===== src/rtl/uart_arb_pkg.sv =====
// Shared definitions for the MCU-link UART transmit arbiter and the frame-reply modules.
// Latency: n/a (types and constants only).
// Backpressure: n/a.
package uart_arb_pkg;

    typedef enum logic [1:0] {
        ST_IDLE  = 2'd0,
        ST_GRANT = 2'd1,
        ST_DRAIN = 2'd2,
        ST_GAP   = 2'd3
    } arb_state_t;

    localparam int unsigned DEF_IDLE_GAP    = 16;
    localparam int unsigned DEF_TIMEOUT_CYC = 50_000_000;

    // Frame delimiters used by every reply source on the MCU link.
    localparam logic [7:0] FRAME_SOF = 8'h7E;
    localparam logic [7:0] FRAME_EOF = 8'h7F;

endpackage


===== src/rtl/uart_tx_arbiter_rr_pick.sv =====
// Round-robin one-hot selector: first set req bit searching upward from last+1, wrapping.
// Latency: combinational.
// Backpressure: none; onehot is all zero when no request is set.
module rr_pick #(
    parameter int N_REQ = 4
) (
    input  logic [N_REQ-1:0]         req,
    input  logic [$clog2(N_REQ)-1:0] last,
    output logic [N_REQ-1:0]         onehot
);
    localparam int LW = $clog2(N_REQ);

    logic [LW-1:0] idx;
    logic          found;

    // Walk the requesters in priority order starting just after the last owner.
    always_comb begin
        onehot = '0;
        found  = 1'b0;
        idx    = '0;
        for (int k = 1; k <= N_REQ; k++) begin
            idx = LW'((int'(last) + k) % N_REQ);
            if (!found && req[idx]) begin
                onehot[idx] = 1'b1;
                found       = 1'b1;
            end
        end
    end

endmodule


===== src/rtl/uart_tx_arbiter.sv =====
// Shares one UART transmitter between N_REQ frame sources, round-robin, grant held per frame.
// Latency: grant 1 cycle after req_run; data/start forwarded 1 cycle; req_tx_idle combinational.
// Backpressure: non-owners see tx_idle=1 and their starts are dropped; UART_TX_ARB_TIMEOUT_EN adds a stalled-owner timeout.
module uart_tx_arbiter
    import uart_arb_pkg::*;
#(
    parameter int          N_REQ       = 4,
    parameter int unsigned IDLE_GAP    = DEF_IDLE_GAP,
    parameter int unsigned TIMEOUT_CYC = DEF_TIMEOUT_CYC
) (
    input  logic               clk,
    input  logic               rst,
    input  logic [N_REQ-1:0]   req_run,
    input  logic [8*N_REQ-1:0] req_tx_data,
    input  logic [N_REQ-1:0]   req_start_tx,
    output logic [N_REQ-1:0]   req_tx_idle,
    output logic [N_REQ-1:0]   grant,
    output logic               busy,
    input  logic               uart_tx_idle,
    output logic [7:0]         uart_tx_data,
    output logic               uart_start_tx,
    output logic               timeout_err
);
    localparam int LW = $clog2(N_REQ);
    localparam int GW = $clog2(IDLE_GAP + 1);

    arb_state_t        state, state_nxt;
    logic [N_REQ-1:0]  grant_nxt, pick, avail;
    logic [LW-1:0]     last_grant, last_nxt, pick_idx;
    logic [7:0]        data_nxt, owner_data;
    logic              start_nxt, owner_run, owner_start;
    logic [GW-1:0]     gap_cnt, gap_nxt;

`ifdef UART_TX_ARB_TIMEOUT_EN
    logic [31:0]       tmo_cnt, tmo_cnt_nxt;
    logic [N_REQ-1:0]  mask, mask_nxt;
    logic              tmo_err_nxt;

    // A requester that timed out stays excluded until it drops its run flag.
    assign avail = req_run & ~mask;
`else
    assign avail = req_run;
    // Nothing can force a release in this build; the limit is referenced so both builds share one parameter list.
    assign timeout_err = 1'b0 & (TIMEOUT_CYC == 0);
`endif

    rr_pick #(.N_REQ(N_REQ)) u_pick (
        .req    (avail),
        .last   (last_grant),
        .onehot (pick)
    );

    // last_grant always names the current owner while in GRANT.
    assign owner_run   = req_run[last_grant];
    assign owner_start = req_start_tx[last_grant];
    assign owner_data  = req_tx_data[{last_grant, 3'b000} +: 8];

    // Only the owner sees the real transmitter state, so others never see a false tx-done edge.
    assign req_tx_idle = (state == ST_GRANT) ? (~grant | {N_REQ{uart_tx_idle}}) : '1;
    assign busy        = (state != ST_IDLE);

    // Convert the one-hot pick into an index for last_grant.
    always_comb begin
        pick_idx = '0;
        for (int i = 0; i < N_REQ; i++) begin
            if (pick[i]) pick_idx = LW'(i);
        end
    end

    // Next-state and next-output logic for the arbitration FSM.
    always_comb begin
        state_nxt   = state;
        grant_nxt   = grant;
        last_nxt    = last_grant;
        data_nxt    = uart_tx_data;
        start_nxt   = 1'b0;
        gap_nxt     = gap_cnt;
`ifdef UART_TX_ARB_TIMEOUT_EN
        tmo_cnt_nxt = tmo_cnt;
        mask_nxt    = mask & req_run;
        tmo_err_nxt = 1'b0;
`endif
        case (state)
            ST_IDLE: begin
                if (|avail) begin
                    grant_nxt   = pick;
                    last_nxt    = pick_idx;
                    state_nxt   = ST_GRANT;
`ifdef UART_TX_ARB_TIMEOUT_EN
                    tmo_cnt_nxt = '0;
`endif
                end
            end
            ST_GRANT: begin
                // Forwarded even on the cycle run falls, so a last-byte start is never lost.
                data_nxt  = owner_data;
                start_nxt = owner_start;
                if (!owner_run) begin
                    state_nxt = ST_DRAIN;
                    grant_nxt = '0;
                end
`ifdef UART_TX_ARB_TIMEOUT_EN
                else if (owner_start) begin
                    tmo_cnt_nxt = '0;
                end else if (tmo_cnt + 32'd1 >= TIMEOUT_CYC) begin
                    tmo_err_nxt          = 1'b1;
                    mask_nxt[last_grant] = 1'b1;
                    state_nxt            = ST_DRAIN;
                    grant_nxt            = '0;
                end else begin
                    tmo_cnt_nxt = tmo_cnt + 32'd1;
                end
`endif
            end
            ST_DRAIN: begin
                // A start still in flight means the UART has not yet dropped idle for that byte.
                if (uart_tx_idle && !uart_start_tx) begin
                    state_nxt = ST_GAP;
                    gap_nxt   = '0;
                end
            end
            ST_GAP: begin
                if (32'(gap_cnt) + 32'd1 >= IDLE_GAP) begin
                    state_nxt = ST_IDLE;
                end
                if (gap_cnt != GW'(IDLE_GAP)) begin
                    gap_nxt = gap_cnt + GW'(1);
                end
            end
            default: state_nxt = ST_IDLE;
        endcase
    end

    // State and registered outputs; synchronous reset aborts any frame in progress.
    always_ff @(posedge clk) begin
        if (rst) begin
            state         <= ST_IDLE;
            grant         <= '0;
            last_grant    <= LW'(N_REQ - 1);
            uart_tx_data  <= '0;
            uart_start_tx <= 1'b0;
            gap_cnt       <= '0;
`ifdef UART_TX_ARB_TIMEOUT_EN
            tmo_cnt       <= '0;
            mask          <= '0;
            timeout_err   <= 1'b0;
`endif
        end else begin
            state         <= state_nxt;
            grant         <= grant_nxt;
            last_grant    <= last_nxt;
            uart_tx_data  <= data_nxt;
            uart_start_tx <= start_nxt;
            gap_cnt       <= gap_nxt;
`ifdef UART_TX_ARB_TIMEOUT_EN
            tmo_cnt       <= tmo_cnt_nxt;
            mask          <= mask_nxt;
            timeout_err   <= tmo_err_nxt;
`endif
        end
    end

endmodule


===== config.mk =====
export PLATFORM = sky130hd
export DESIGN_NAME = uart_tx_arbiter
export DESIGN_NICKNAME = d
export VERILOG_FILES = /design/src/rtl/uart_arb_pkg.sv /design/src/rtl/uart_tx_arbiter_rr_pick.sv /design/src/rtl/uart_tx_arbiter.sv
export SDC_FILE = /design/constraint.sdc
export NUM_CORES = 1
export LEC_CHECK = 0
export ABC_CLOCK_PERIOD_IN_PS = 8400
export BUFFER_PORTS_ARGS = -buffer_cell sky130_fd_sc_hd__buf_2
export CORE_UTILIZATION = 40
export CTS_BUF_LIST = sky130_fd_sc_hd__clkbuf_2 sky130_fd_sc_hd__clkbuf_4 sky130_fd_sc_hd__clkbuf_8
export DETAILED_ROUTE_END_ITERATION = 12
export PLACE_DENSITY_LB_ADDON = 0.25
export SLEW_MARGIN = 5
export SYNTH_ARGS = -nofsm -noshare
export SYNTH_HDL_FRONTEND = slang
export SYNTH_SLANG_ARGS = --single-unit

===== constraint.sdc =====
create_clock -name clk -period 8.4 [get_ports clk]
set_input_delay 1.26 -clock clk [delete_from_list [all_inputs] [get_ports clk]]
set_output_delay 1.26 -clock clk [all_outputs]
set_load 0.005 [all_outputs]

**After elaboration in Yosys (flattened, before gate mapping)**

Cells that the tools add are included.

- Bits in registers: 22
- Bits of input ports: 43
- Word-level logic and storage cells: 102

- Add/subtract/negate cells: 6
- $lt $le $gt $ge: 10
- Eq/ne operators: 9
- Shifts and indexed selects: 1
- Multiplexer cells: 42
- Bitwise logic cells: 6
- Reductions and logical operators: 22

Operator list:

| operator | number |
|---|---|
| variable part select 32 x 6 -> 8 bit | 1 |
| 2-to-1 mux 4 bit | 7 |
| OR 4 bit | 4 |
| < comparator 2 x 3 -> 1 bit, second input constant | 5 |
| 2-to-1 mux 1 bit | 14 |
| binary-select mux 1 bit (select 2 bit) | 6 |
| 2-to-1 mux 2 bit | 6 |
| 2-to-1 mux 5 bit | 2 |
| != test 2 bit, second input constant | 5 |
| one-hot mux 5 bit (2 select lines) | 1 |
| demux 1 bit (select 2 bit) | 4 |
| >= comparator 2 x 1 -> 1 bit, second input constant | 4 |
| logical AND 1 bit | 8 |
| one-hot mux 2 bit (4 select lines) | 1 |
| one-hot mux 4 bit (2 select lines) | 1 |
| adder 5 x 1 -> 6 bit, second input constant | 1 |
| >= comparator 6 x 5 -> 1 bit, second input constant | 1 |
| AND reduction 3 bit | 2 |
| nonzero test 2 bit | 3 |
| adder 5 x 1 -> 5 bit, second input constant | 1 |
| != test 5 bit, second input constant | 1 |
| adder 2 x 1 -> 2 bit, second input constant | 2 |
| adder 2 bit, second input constant | 2 |
| equality test 2 bit, second input constant | 2 |
| 9 further kinds | 12 |

**Depth between registers and ports, before layout**

Gate-level depths: netlist of run 1.

- Word-level depth: 16
- Gate-level depth with buffers: 9

**By module**

From an unflattened synthesis of run 1, not the netlist that was laid out.

- Cell total of the unflattened synthesis: 180
- Area, all modules: 1722.9 um^2

Modules (own cells, without submodules):

| module | instances | cells each | area each (um^2) | sequential area each (um^2) |
|---|---|---|---|---|
| uart_tx_arbiter | 1 | 142 | 1365.1 | 440.4 |
| rr_pick | 1 | 38 | 357.8 | 0.0 |

**Least setup slack after synthesis of run 1**

OpenSTA, ideal clock, no wires.

- Kind: register -> register
- Start: register last_grant[0]
- End: register grant[2]
- Arrival time: 2776 ps
- Slack: 5556 ps
- Cell stages (with the launch flop): 10
- Buffers on the path: 2
- Period minus slack after synthesis: 2844 ps
- Cell sequence: dfxtp_1 -> buf_6 -> clkbuf_1 -> inv_1 -> ha_1 -> mux4_2 -> nor4b_4 -> a22oi_2 -> a211o_1 -> a21oi_2

- Cells in the longest elaborated chain, start to end: 15
- Elaborated cells on any way between the ends: 54

Ends and longest elaborated chain:

| item | RTL line | source |
|---|---|---|
| start, declared | uart_tx_arbiter.sv:29 | `logic [LW-1:0] last_grant, last_nxt, pick_idx;` |
| start signal, assigned | uart_tx_arbiter.sv:139 | `last_grant <= LW'(N_REQ - 1);` |
| start signal, assigned | uart_tx_arbiter.sv:151 | `last_grant <= last_nxt;` |
| branches (longest 15 deep; another with < comparator 2 x 3 -> 1 bit) | - |  |
| end signal, assigned | uart_tx_arbiter.sv:150 | `grant <= grant_nxt;` |
| end, declared | uart_tx_arbiter.sv:17 | `output logic [N_REQ-1:0] grant,` |

Parallel ways; which one is timed is not known. The select of a mux whose other input is x is not followed.
A chain may end at the register's enable or synchronous reset.

**Worst setup path in the final report of run 1**

- Start: register state[1]
- End: output port req_tx_idle[2]

- Cells in the longest elaborated chain, start to end: 2

Ends and longest elaborated chain:

| item | RTL line | source |
|---|---|---|
| start, declared | uart_tx_arbiter.sv:27 | `arb_state_t state, state_nxt;` |
| start signal, assigned | uart_tx_arbiter.sv:149 | `state <= state_nxt;` |
| equality test 2 x 1 -> 1 bit | uart_tx_arbiter.sv:59 | `assign req_tx_idle = (state == ST_GRANT) ? (~grant \| {N_REQ{uart_tx_idle}}) : '1;` |
| 2-to-1 mux 4 bit | uart_tx_arbiter.sv:59 |  |
| end, declared | uart_tx_arbiter.sv:16 | `output logic [N_REQ-1:0] req_tx_idle,` |

No other way between the ends.

==> results of run 1 <==
-- Yosys cell counts, drive strengths merged, types with 2 or more instances --
master / count
a21oi: 11
a22o: 2
a22oi: 2
and2: 2
and3: 3
buf: 3
clkbuf: 4
dfxtp: 22
ha: 14
inv: 10
mux2i: 9
mux4: 12
nand2: 16
nand2b: 2
nand4: 2
nor2: 18
nor2b: 3
nor3b: 2
o211ai: 3
o21ai: 10
or3: 2
-- per-stage QoR --
stage               hold slack, ps  setup WS, ps  total power, mW  instances
finish                         475          5210            0.535        275
global route                   513          5070            0.583        275
CTS                            476          5170            0.539        275
detailed placement             465          5280            0.440        271
global placement               462          5320            0.440        271
floorplan                      462          5560            0.369        169
-- per-layer routing --
metal / vias up / share of wire [%] / track usage (%)
met5: - / 0 / 0
met4: 0 / 0.99 / 6.52
met3: 2 / 2.6 / 1.91
met2: 23 / 50 / 27.8
met1: 681 / 46 / 22.4
li1: 743 / - / -
-- sequential cells by signal, summed over array words and instances (netlist names) --
signal,cells
gap_cnt,5
uart_start_tx,1
state,2
uart_tx_data,8
last_grant,2
grant,4
-- final cells by class --
cell class              instances  area share (%)
clock buffers                   3            2.05
clock inverters                 1            1.49
repair buffers                 61            15.3
flip-flops and latches         22            21.8
multi-input cells             130            54.5
well taps                      48            2.98
inverters                      10            1.86
-- critical path, stage by stage, from the launching register on --
cell	delay [ps]
dfxtp_1	330
inv_1	90
ha_1	590
inv_1	120
nor2_1	290
nand2_1	110
buf_2	140
-- cell families (layout without fill, tap and decap cells) --
family / Yosys count / after routing / share of synthesized area (%)
compound gates: 38 / 38 / 15.6
fa+ha+maj: 14 / 14 / 10.9
buf+inv: 17 / 75 / 4.65
flops: 22 / 22 / 27.3
mux: 21 / 21 / 23.0
other cells: 1 / 1 / 0.232
simple gates: 56 / 56 / 18.4
-- power by group --
part           switching [mW]  leakage, nW  internal [mW]
registers              0.0275        0.180          0.133
logic                   0.142        0.682          0.134
clock network          0.0349       0.0357         0.0636
total                   0.204        0.897          0.331
-- how the worst min path moves through the flow --
| stage | start | cells after the start | slack, ps | end |
|---|---|---|---|---|
| final | grant[3] | 2 | 480 | grant[3] |
| after global routing | grant[2] | 2 | 510 | grant[2] |
| after CTS | grant[1] | 2 | 480 | grant[1] |
| after detailed placement | grant[1] | 2 | 460 | grant[1] |
| after global placement | grant[0] | 2 | 460 | grant[0] |
| after floorplan | gap_cnt[1] | 2 | 460 | gap_cnt[1] |
-- cells in the final DEF (no fill, tap or decap), types with 9 or more instances in the layout --
cell type / n
buf_2: 60
nand2_1: 16
a21oi_1: 10
ha_1: 14
inv_1: 10
mux4_2: 9
mux2i_1: 9
dfxtp_1: 22
nor2_1: 18
o21ai_0: 9
==> flow_summary.toml, run 1 <==
[routing]
drtPass1Iterations = 4
vias_per_cell = 5.27
drc = 0
drt-total-wl_mm = 3.43
drtAntennaViolNets = 0
via_count = 1449
first_iter_violations = 64
routedWlPerCell_microns = 12.5

[synthesis]
syn_nets = 226
ys_seq_area_share_pct = 27.3
synthDistinctLibCells = 45
yosysWarnings = 0
async_flop_share_pct = 0
yosys.area.top_type_share_pct = 27.3
synthCells = 169
yosysTopAreaCell = "dfxtp_1"
ys_seq_elements = 22
synth_edf_count = 0
synth_area_leaders = "dfxtp_1 27%, mux4_2 13%, ha_1 11%, mux2i_1 5.6%, mux4_1 4.9%"
avgSynthCellArea_sq_um = 9.55
synth_ff_type = "dfxtp_1"
netlist_area_sq_um = 1610

[placed_design]
hpwl_mm = 2.66
finalWeightedCongestion = 0.813
placed_area_sq_um = 1940
io_buffers = 60

[setup_path]
reg2reg_to = "grant[2]"
r2r_slack_ps = 5570
cp-end-kind = "primary output"
r2r_cells = 7
crit_end = "req_tx_idle[2]"
path_class = "reg -> out"
worst_setup_path_start_kind = "flop"
crit_path_start = "state[1]"
required_ps = 7140
path_max_fanout = 13
cp.arrival_ps = 1930
reg2reg_from = "last_grant[1]"

[floorplan]
dieWidth_microns = 65.5
die_h_microns = 65.5
initial_utilization_pct = 42.8
core-area_sq_um = 3770
core.rowCount = 22
die_area_sq_um = 4290
pin_count = 62

[sta]
worstMarginPinSlew_ps = 744
fin_crit_ps = 3190
max_clock_freq_mhz = 314
maxSlewViolCount = 0
rsz0062_at_grt = "false"
slew-limit-headroom_pct = 50.3
hold_viol_final = 0
clock_skew_ps = 3.48
period_share_pct = 38.0
finalSetupTns_ps = 0
setup_viol = 0

[clock_network]
tritoncts = "done"
cts-root-buf = "clkbuf_8"
post_cts_buffers = 0
clk_pin_slew_ps = 80
cts_buffers = 3
cts_sinks = 22
clk-insertion-delay-late_ps = 260
ctsHoldBuffers = 0
cts-htree-levels = 1
clockBufferDepth = 2
cts_resized = 0

[global_route]
grt_pass1_vias = 1258
track_usage_pct = 16.9
overflow = 0
grt_first_pass_wirelength_mm = 5.61
antenna_found_initial = 0
grt_max_degree = 24

[status]
status = "finished clean"

[cells_and_area]
antenna_cells = 0
finalCoreUtilization_pct = 53.5
multi_input_area_sq_um = 1100
fillers = 335
drive_above_1_share_pct = 35.7
area_growth_pct = 24.9
stdcell_area_sq_um = 2020
fin_nets = 285
seqCellArea_sq_um = 440

[worst_hold_path]
hold_path.class = "reg -> reg"

[power_and_ir_drop]
total_leakage_power_nw = 0.897
power_density_nw_per_um2 = 265
max-vdd-ir-drop_mv = 0.138

[flow_run]
cap_violations = 0
(Power assumes the default switching activity.)
==> run 2: changes to the inputs <==
- ABC_CLOCK_PERIOD_IN_PS: 8400 -> 2900
- clock period: 8.4 -> 2.9 ns (I/O delays scaled with it)
==> run 2 against run 1 <==
  * Die area unchanged
  * Count of clock-buffer cells in the layout stayed put
  * Critical path depth stayed put
  * Non-clock buffer count grew 3
  * Hold slack gained 5.1 ps
  * Clock power increased to 2.9 times the previous value
  * Cell area rose by 1.1%
  * Utilization increased by 0.60 points
  * First-iteration DRC count increased by 1.6%
  * Global-route usage increased by 0.72 points
  * Wire length rose by 8.4%
  * Combinational power grew to 3.1 times the previous value
  * Critical path type is now reg -> reg
  * Largest cell class unchanged
==> flow_summary.toml, run 2 (synthesis results as in run 1) <==
[status]
status = "finished clean"

[floorplan]
die_area_sq_um = 4290
pin_count = 62
core.rowCount = 22
core-area_sq_um = 3770
die_h_microns = 65.5
dieWidth_microns = 65.5
initial_utilization_pct = 42.8

[clock_network]
post_cts_buffers = 0
tritoncts = "done"
cts_sinks = 22
cts-root-buf = "clkbuf_8"
clockBufferDepth = 2
ctsHoldBuffers = 0
cts_resized = 0
cts_buffers = 3
cts-htree-levels = 1
clk_pin_slew_ps = 80
clk-insertion-delay-late_ps = 270

[global_route]
antenna_found_initial = 0
track_usage_pct = 17.6
grt_first_pass_wirelength_mm = 5.75
grt_max_degree = 24
grt_pass1_vias = 1294
overflow = 0

[setup_path]
worst_setup_path_start_kind = "flop"
path_max_fanout = 12
path_class = "reg -> reg"
cp-end-kind = "flop"
critical-path-top-delay-family = "multiplexers"
cp.buffers_inverters = 1
cp.arrival_ps = 2470
critPathSlowestCell = "mux4_2"
required_ps = 3100
slowest_delay_ps = 650
crit_chain = "buf_4 -> mux4_2 -> nor4b_4 -> a22oi_2 -> a211o_1 -> a21oi_2"

[sta]
max_clock_freq_mhz = 441
hold_viol_final = 0
rsz0062_at_grt = "false"
clock_skew_ps = 1.36
fin_crit_ps = 2270
setup_viol = 0
maxSlewViolCount = 0
finalSetupTns_ps = 0
period_share_pct = 78.2

[flow_run]
cap_violations = 0

[power_and_ir_drop]
clock_power_share_pct = 18.2
max-vdd-ir-drop_mv = 0.400
switching_share_pct = 38.5
p_seq_share_pct = 27.2
power_density_nw_per_um2 = 780
p_sw_uw = 612
p_int_uw = 978
p_comb_share_pct = 54.5
total_leakage_power_nw = 0.911

[routing]
drc = 0
routedWlPerCell_microns = 13.4
drtPass1Iterations = 4
vias_per_cell = 5.30
via_count = 1473
first_iter_violations = 65
drt-total-wl_mm = 3.71
drtAntennaViolNets = 0

[cells_and_area]
fin_nets = 288
largest_reg_flops = 8
drive_above_1_share_pct = 36.5
area_growth_pct = 26.3
stdcell_area_sq_um = 2040
antenna_cells = 0
regMostFlops = "uart_tx_data"
fillers = 343
seqCellArea_sq_um = 440
multi_input_area_sq_um = 1100
final_cell_mix = "60 x buf_2, 22 x dfxtp_1, 18 x nor2_1, 16 x nand2_1, 14 x ha_1"
mostFrequentLayoutCell = "buf_2"
reg.largest.list = "uart_tx_data x8, gap_cnt x5, grant x4"
stdcell_count = 278

[placed_design]
io_buffers = 60
place_inst = 274
placed_area_sq_um = 1970
finalWeightedCongestion = 0.891
hpwl_mm = 2.95

[worst_hold_path]
hold_path.class = "reg -> reg"
[run 2: changes by cell type in the layout (fill, tap and decap cells not counted)]
cell	delta
buf_4	+3
[run 2: layer usage]
| metal | vias up | track usage, % | wire length [microns] |
|---|---|---|---|
| met2 | 30 | 30.9 | 1900 |
| met5 | - | 0 | 0 |
| met1 | 696 | 20.6 | 1590 |
| li1 | 742 | - | - |
| met3 | 5 | 3.65 | 161 |
| met4 | 0 | 7.07 | 57 |
[run 2: worst paths after layout]
| path | end | slack [ps] | start | cells after the start |
|---|---|---|---|---|
| worst max register to register | grant[2] | 630 | last_grant[0] | 6 |
| worst max-delay path | grant[2] | 630 | last_grant[0] | 6 |
| worst min register to register | grant[0] | 480 | grant[0] | 2 |
| worst min-delay path | grant[0] | 480 | grant[0] | 2 |
[run 2: layout make-up]
type	count	share of cell area, %
clock inverters	1	1.47
flip-flops and latches	22	21.6
multi-input cells	130	53.9
repair buffers	64	16.2
inverters	10	1.84
well taps	48	2.95
clock buffers	3	2.03
[run 2: metrics by stage]
step                      utilization (%)  setup WS, ps  power [mW]  hold slack, ps
after global placement               52.2           692        1.30             457
after global routing                 54.0           524        1.71             508
after CTS                            54.0           635        1.60             478
after floorplan                         -          56.2        1.07             462
after detailed placement             52.2           668        1.31             467
final                                54.0           633        1.59             481
[run 2: worst register-to-register path: cells and delay by family, from the launching register on]
kind            cells  cell delay, ps
flops               1             360
compound gates      3             580
mux                 1             650
simple gates        1             390
buf+inv             1             220
[run 2: power by group through the flow]
| stage | Sequential, mW | Clock, mW | Combinational (mW) |
|---|---|---|---|
| 2_1_floorplan | 0.454 | 0 | 0.615 |
| 3_3_place_gp | 0.440 | 0 | 0.857 |
| 3_5_place_dp | 0.440 | 0 | 0.868 |
| 4_1_cts | 0.434 | 0.293 | 0.872 |
| 5_1_grt | 0.444 | 0.305 | 0.957 |
| 6_report | 0.433 | 0.290 | 0.867 |
